[config.mk]
export PLATFORM = sky130hd
export DESIGN_NAME = cpu_sequencer
export DESIGN_NICKNAME = d
export VERILOG_FILES = /design/src/rtl/cpu_sequencer.sv
export SDC_FILE = /design/constraint.sdc
export NUM_CORES = 1
export LEC_CHECK = 0
export BUFFER_PORTS_ARGS = -buffer_cell sky130_fd_sc_hd__buf_2
export CORE_MARGIN = 2
export CORE_UTILIZATION = 40
export DETAILED_ROUTE_END_ITERATION = 16
export HOLD_SLACK_MARGIN = 0.05
export SLEW_MARGIN = 20
export SYNTH_ARGS = -nofsm -noshare
export SYNTH_HDL_FRONTEND = slang
export SYNTH_SLANG_ARGS = --single-unit
[constraint.sdc]
create_clock -name clk -period 4.1 [get_ports clk]
set_input_delay 0.41 -clock clk [delete_from_list [all_inputs] [get_ports clk]]
set_output_delay 0.41 -clock clk [all_outputs]
set_load 0.02 [all_outputs]
[src/rtl/cpu_sequencer.sv]
// cpu_sequencer: fetches 16-bit instruction words, decodes the opcode and hands
// each unit instruction (LOAD/ADD/SUB/MOVE) to its operation FSM with a one-cycle
// start pulse, then waits for that unit's done before advancing the pc.
// Build option: define SEQ_TIMEOUT_EN to bound the WAIT state to TIMEOUT cycles;
// on expiry the sequencer flags err and halts.
//
// state    | meaning
// ---------+------------------------------------------------------------
// IDLE     | stopped, waiting for run
// FETCH    | latch imem_data into ir
// DECODE   | latch Ri/Rj, pick the unit, or handle NOP/HALT/illegal
// DISPATCH | unit_start pulses for the selected unit
// WAIT     | hold until the selected unit reports done
// ADVANCE  | pc+1, continue to FETCH or stop in IDLE depending on run
// HALTED   | absorbing; only reset leaves
module cpu_sequencer #(
    parameter int PC_W    = 8,
    parameter int TIMEOUT = 15
) (
    input  logic            clk,
    input  logic            reset,
    input  logic            run,
    output logic [PC_W-1:0] imem_addr,
    input  logic [15:0]     imem_data,
    output logic [3:0]      unit_start,
    input  logic [3:0]      unit_done,
    output logic [5:0]      Ri,
    output logic [5:0]      Rj,
    output logic            busy,
    output logic            halted,
    output logic            err
);

    typedef enum logic [2:0] {
        S_IDLE,
        S_FETCH,
        S_DECODE,
        S_DISPATCH,
        S_WAIT,
        S_ADVANCE,
        S_HALTED
    } state_t;

    localparam logic [3:0] OP_NOP  = 4'h0;
    localparam logic [3:0] OP_HALT = 4'hF;

    if (TIMEOUT < 1 || TIMEOUT > 255) begin : g_bad_timeout
        $error("cpu_sequencer: TIMEOUT must be in 1..255");
    end

    state_t          state;
    logic [PC_W-1:0] pc;
    logic [15:0]     ir;
    logic [3:0]      sel;
    logic [3:0]      opcode;
    logic [3:0]      dec_unit;

`ifdef SEQ_TIMEOUT_EN
    localparam logic [7:0] TIMEOUT_TC = 8'(TIMEOUT);
    logic [7:0] wait_cnt;
`endif

    assign opcode    = ir[15:12];
    assign imem_addr = pc;

    // Opcode to one-hot unit select; zero means "not a unit instruction".
    always_comb begin
        dec_unit = 4'b0000;
        case (opcode)
            4'h1:    dec_unit = 4'b0001;
            4'h2:    dec_unit = 4'b0010;
            4'h3:    dec_unit = 4'b0100;
            4'h7:    dec_unit = 4'b1000;
            default: dec_unit = 4'b0000;
        endcase
    end

    // Sequencer FSM; outputs are registered alongside the state they decode.
    always_ff @(posedge clk) begin
        if (reset) begin
            state      <= S_IDLE;
            pc         <= '0;
            ir         <= '0;
            sel        <= '0;
            Ri         <= '0;
            Rj         <= '0;
            unit_start <= '0;
            busy       <= 1'b0;
            halted     <= 1'b0;
            err        <= 1'b0;
`ifdef SEQ_TIMEOUT_EN
            wait_cnt   <= '0;
`endif
        end else begin
            unit_start <= 4'b0000;
            case (state)
                S_IDLE: begin
                    if (run) begin
                        state <= S_FETCH;
                        busy  <= 1'b1;
                    end
                end
                S_FETCH: begin
                    ir    <= imem_data;
                    state <= S_DECODE;
                end
                S_DECODE: begin
                    Ri  <= ir[11:6];
                    Rj  <= ir[5:0];
                    sel <= dec_unit;
                    if (dec_unit != 4'b0000) begin
                        state      <= S_DISPATCH;
                        unit_start <= dec_unit;
                    end else if (opcode == OP_NOP) begin
                        state <= S_ADVANCE;
                    end else begin
                        // HALT and illegal opcodes both stop here without touching pc.
                        state  <= S_HALTED;
                        busy   <= 1'b0;
                        halted <= 1'b1;
                        if (opcode != OP_HALT) begin
                            err <= 1'b1;
                        end
                    end
                end
                S_DISPATCH: begin
                    state <= S_WAIT;
`ifdef SEQ_TIMEOUT_EN
                    wait_cnt <= '0;
`endif
                end
                S_WAIT: begin
                    if ((unit_done & sel) != 4'b0000) begin
                        state <= S_ADVANCE;
                    end
`ifdef SEQ_TIMEOUT_EN
                    else if (wait_cnt + 8'd1 == TIMEOUT_TC) begin
                        state  <= S_HALTED;
                        busy   <= 1'b0;
                        halted <= 1'b1;
                        err    <= 1'b1;
                    end else begin
                        wait_cnt <= wait_cnt + 8'd1;
                    end
`else
                    // Without the timeout the unit may take as long as it likes.
`endif
                end
                S_ADVANCE: begin
                    pc <= pc + 1'b1;
                    if (run) begin
                        state <= S_FETCH;
                    end else begin
                        state <= S_IDLE;
                        busy  <= 1'b0;
                    end
                end
                S_HALTED: begin
                    state <= S_HALTED;
                end
                default: begin
                    state  <= S_IDLE;
                    busy   <= 1'b0;
                    halted <= 1'b0;
                end
            endcase
        end
    end

endmodule

==> results.cfg <==
[timing]
fin_worst_skew_ns = 0.00347
rsz0062_at_grt = false
fin_crit_sh_pct = 43.7
slew_viol_final = 0
final.min_clock_period_ns = 1.79
setup_violations = 0
fmax_mhz = 559
tns_ns = 0
worst_pin_slew_ns = 0.991
relSlewSlack_pct = 33.6
layout_setup_ws_ns = 2.31
whs_ns = 0.336
finalHoldViolCount = 0

[synthesis]
syn_inst = 239
avgSynthCellArea_sq_um = 8.23
syn_nets = 263
synth_edf_count = 0
yosys-top-cells-area = dfxtp_1 51%, nand2_1 12%, a21oi_1 9.4%
synth_xor_area_share_pct = 2.23
yosys_register_bits = 50
synth_common_cells = 63 x nand2_1, 50 x dfxtp_1, 37 x a21oi_1, 16 x nor2_1, 9 x clkbuf_1
syn-cell-area_sq_um = 1970
synth_fa_ha_area_share_pct = 1.14
ys_types = 41
yosysMostFrequentCell = nand2_1
synth_top_family_by_area = simple AND/OR/NAND/NOR gates
synthMuxAreaShare_pct = 0.509
synth-async-reset-ratio_pct = 0
yosysTopAreaCellShare_pct = 50.9
synthSimpleGateAreaFrac_pct = 24.7
synth_compound_area_share_pct = 15.3
yosys.area.top_type = dfxtp_1
synth_ff_type = dfxtp_1
yosysWarnings = 0
seq_area_frac_synth_pct = 50.9

[global_routing]
use_met2_pct = 23.6
antenna_found_initial = 0
grt_use_met3_pct = 4.74
grt_max_degree = 51
use_met1_pct = 20.8
grt_usage_pct = 15.5
grt.busiest_layer = met2
overflow = 0
grt_pass1_vias = 1474
grt_pass1_wl_mm = 6.60

[setup_path]
r2r-end = sel[0]
setup.worst_path.start_class = register
worstSetupEndpointType = register
required_ns = 4.33
r2r_cells = 3
critPathArrivalTime_ns = 2.02
crit_type = register to register
r2r_setup_slack_ns = 2.31
path_max_fanout = 23
r2r-start = state[1]

[pwr]
max-vdd-ir-drop_v = 0.000287
powerDensity_nw_per_um2 = 533
p_leak_nw = 0.911

[detailed_routing]
vias_per_cell = 4.72
vias = 1625
routed_wl_mm = 3.99
drc = 0
firstDrtPassIters = 4
wl_per_cell_um = 11.6
postRouteAntennaNets = 0
initialDrtViolationCount = 79

[min_path]
worstHoldStart = imem_data[1]
worstHoldEndpoint = ir[1]
hold_class = input port to register
min_path_cells = 3

[die]
start_util_pct = 41.7
die_w_um = 74.1
die_area_sq_um = 5500
core_sq_um = 4720
die_h_um = 74.1
num_io_pins = 50
rows = 25

[placement]
gp_congestion = 0.697
hpwl_mm = 2.62
dpl.cell_count = 336
dp_slack_ns = 2.34
numPortBuffers = 49

[run_status]
run_status = complete, no violations

[cells_and_area]
drive_gt1_share_pct = 22.0
final_util_pct = 48.6
nNetsFinal = 300
diodes = 0
fillerInstances = 488
areaGrowthSynthToFinish_pct = 16.7
finalNonFillerCells = 344

[clock_network]
cts.sinks = 50
htreeDepth = 2
cts_resized = 0
insertion_delay_ns = 0.30
cts.path.max_buffers = 2
cts_root_buffer = clkbuf_8
hold_buffers = 0
cts_setup_buffers = 0
clkTransAtPathRegs_ns = 0.09
tritoncts = built
cts_buffers = 5

[flow_run]
cap_violations = 0
## routing by layer
layer | up-vias | share of wire (%)
met5 | - | 0
met4 | 0 | 1.6
met3 | 7 | 4.6
met2 | 34 | 43
met1 | 707 | 50
li1 | 877 | -
## cells by family after synthesis
family                     count (synthesis)
and+or+nand+nor                          106
AOI/OAI and AO/OA                         53
DFF                                       50
buffers and inverters                     22
xor gates and xnor gates                   5
adders and majority gates                  2
muxes                                      1
## critical path, stage by stage (launching register included)
cell and delay, ns:
dfxtp_1 0.51, or3b_1 0.72, o31a_1 0.41, nor2_1 0.08
## where the power goes
| part | total (mW) | switching [mW] | internal (mW) |
|---|---|---|---|
| clock network | 0.292 | 0.156 | 0.136 |
| registers | 0.628 | 0.0770 | 0.551 |
| logic | 0.303 | 0.195 | 0.108 |
| total | 1.22 | 0.428 | 0.796 |
## state kept, by name, indices dropped and copies added (netlist names)
register	count
ir	16
imem_addr	8
Ri	6
Rj	6
sel	4
unit_start	4
state	3
busy	1
err	1
halted	1
## worst max-delay path by stage
stage                   endpoint  depth (start not counted)  slack, ns          from
floorplan           imem_addr[6]                          4       2.73  imem_addr[0]
global placement          sel[2]                          4       2.38      state[0]
detailed placement        sel[0]                          3       2.34      state[1]
CTS                        Rj[0]                          3       2.31      state[1]
global route               Rj[2]                          3       2.12      state[1]
finish                    sel[0]                          3       2.31      state[1]
## cells in the final DEF (no fill, tap or decap), types with 3 or more instances in the layout
master and instances:
nor2_1 16, o21ai_0 3, nor3_1 5, clkbuf_8 6, nand3_1 4, inv_1 3, nand2_1 63, buf_2 49
a21oi_1 37, dfxtp_1 50, xnor2_1 3, nor4_2 3
## through the flow
step	cell area [sq um]	power, mW
after floorplan	1970	0.893
after global placement	2200	0.943
after detailed placement	2200	0.945
after CTS	2300	1.24
after global routing	2300	1.31
final	2300	1.22
## area by class of cell
cell class                      instances  area (sq um)  area share (%)
Sequential cell                        50          1000            43.6
Multi-Input combinational cell        167           863            37.6
Timing Repair Buffer                   49           245            10.7
Clock buffer                            7          86.3            3.76
Tap cell                               67          83.8            3.65
Inverter                                3          11.3           0.490
Clock inverter                          1          5.00           0.218
Note: power is estimated with default switching activity, not from simulation.
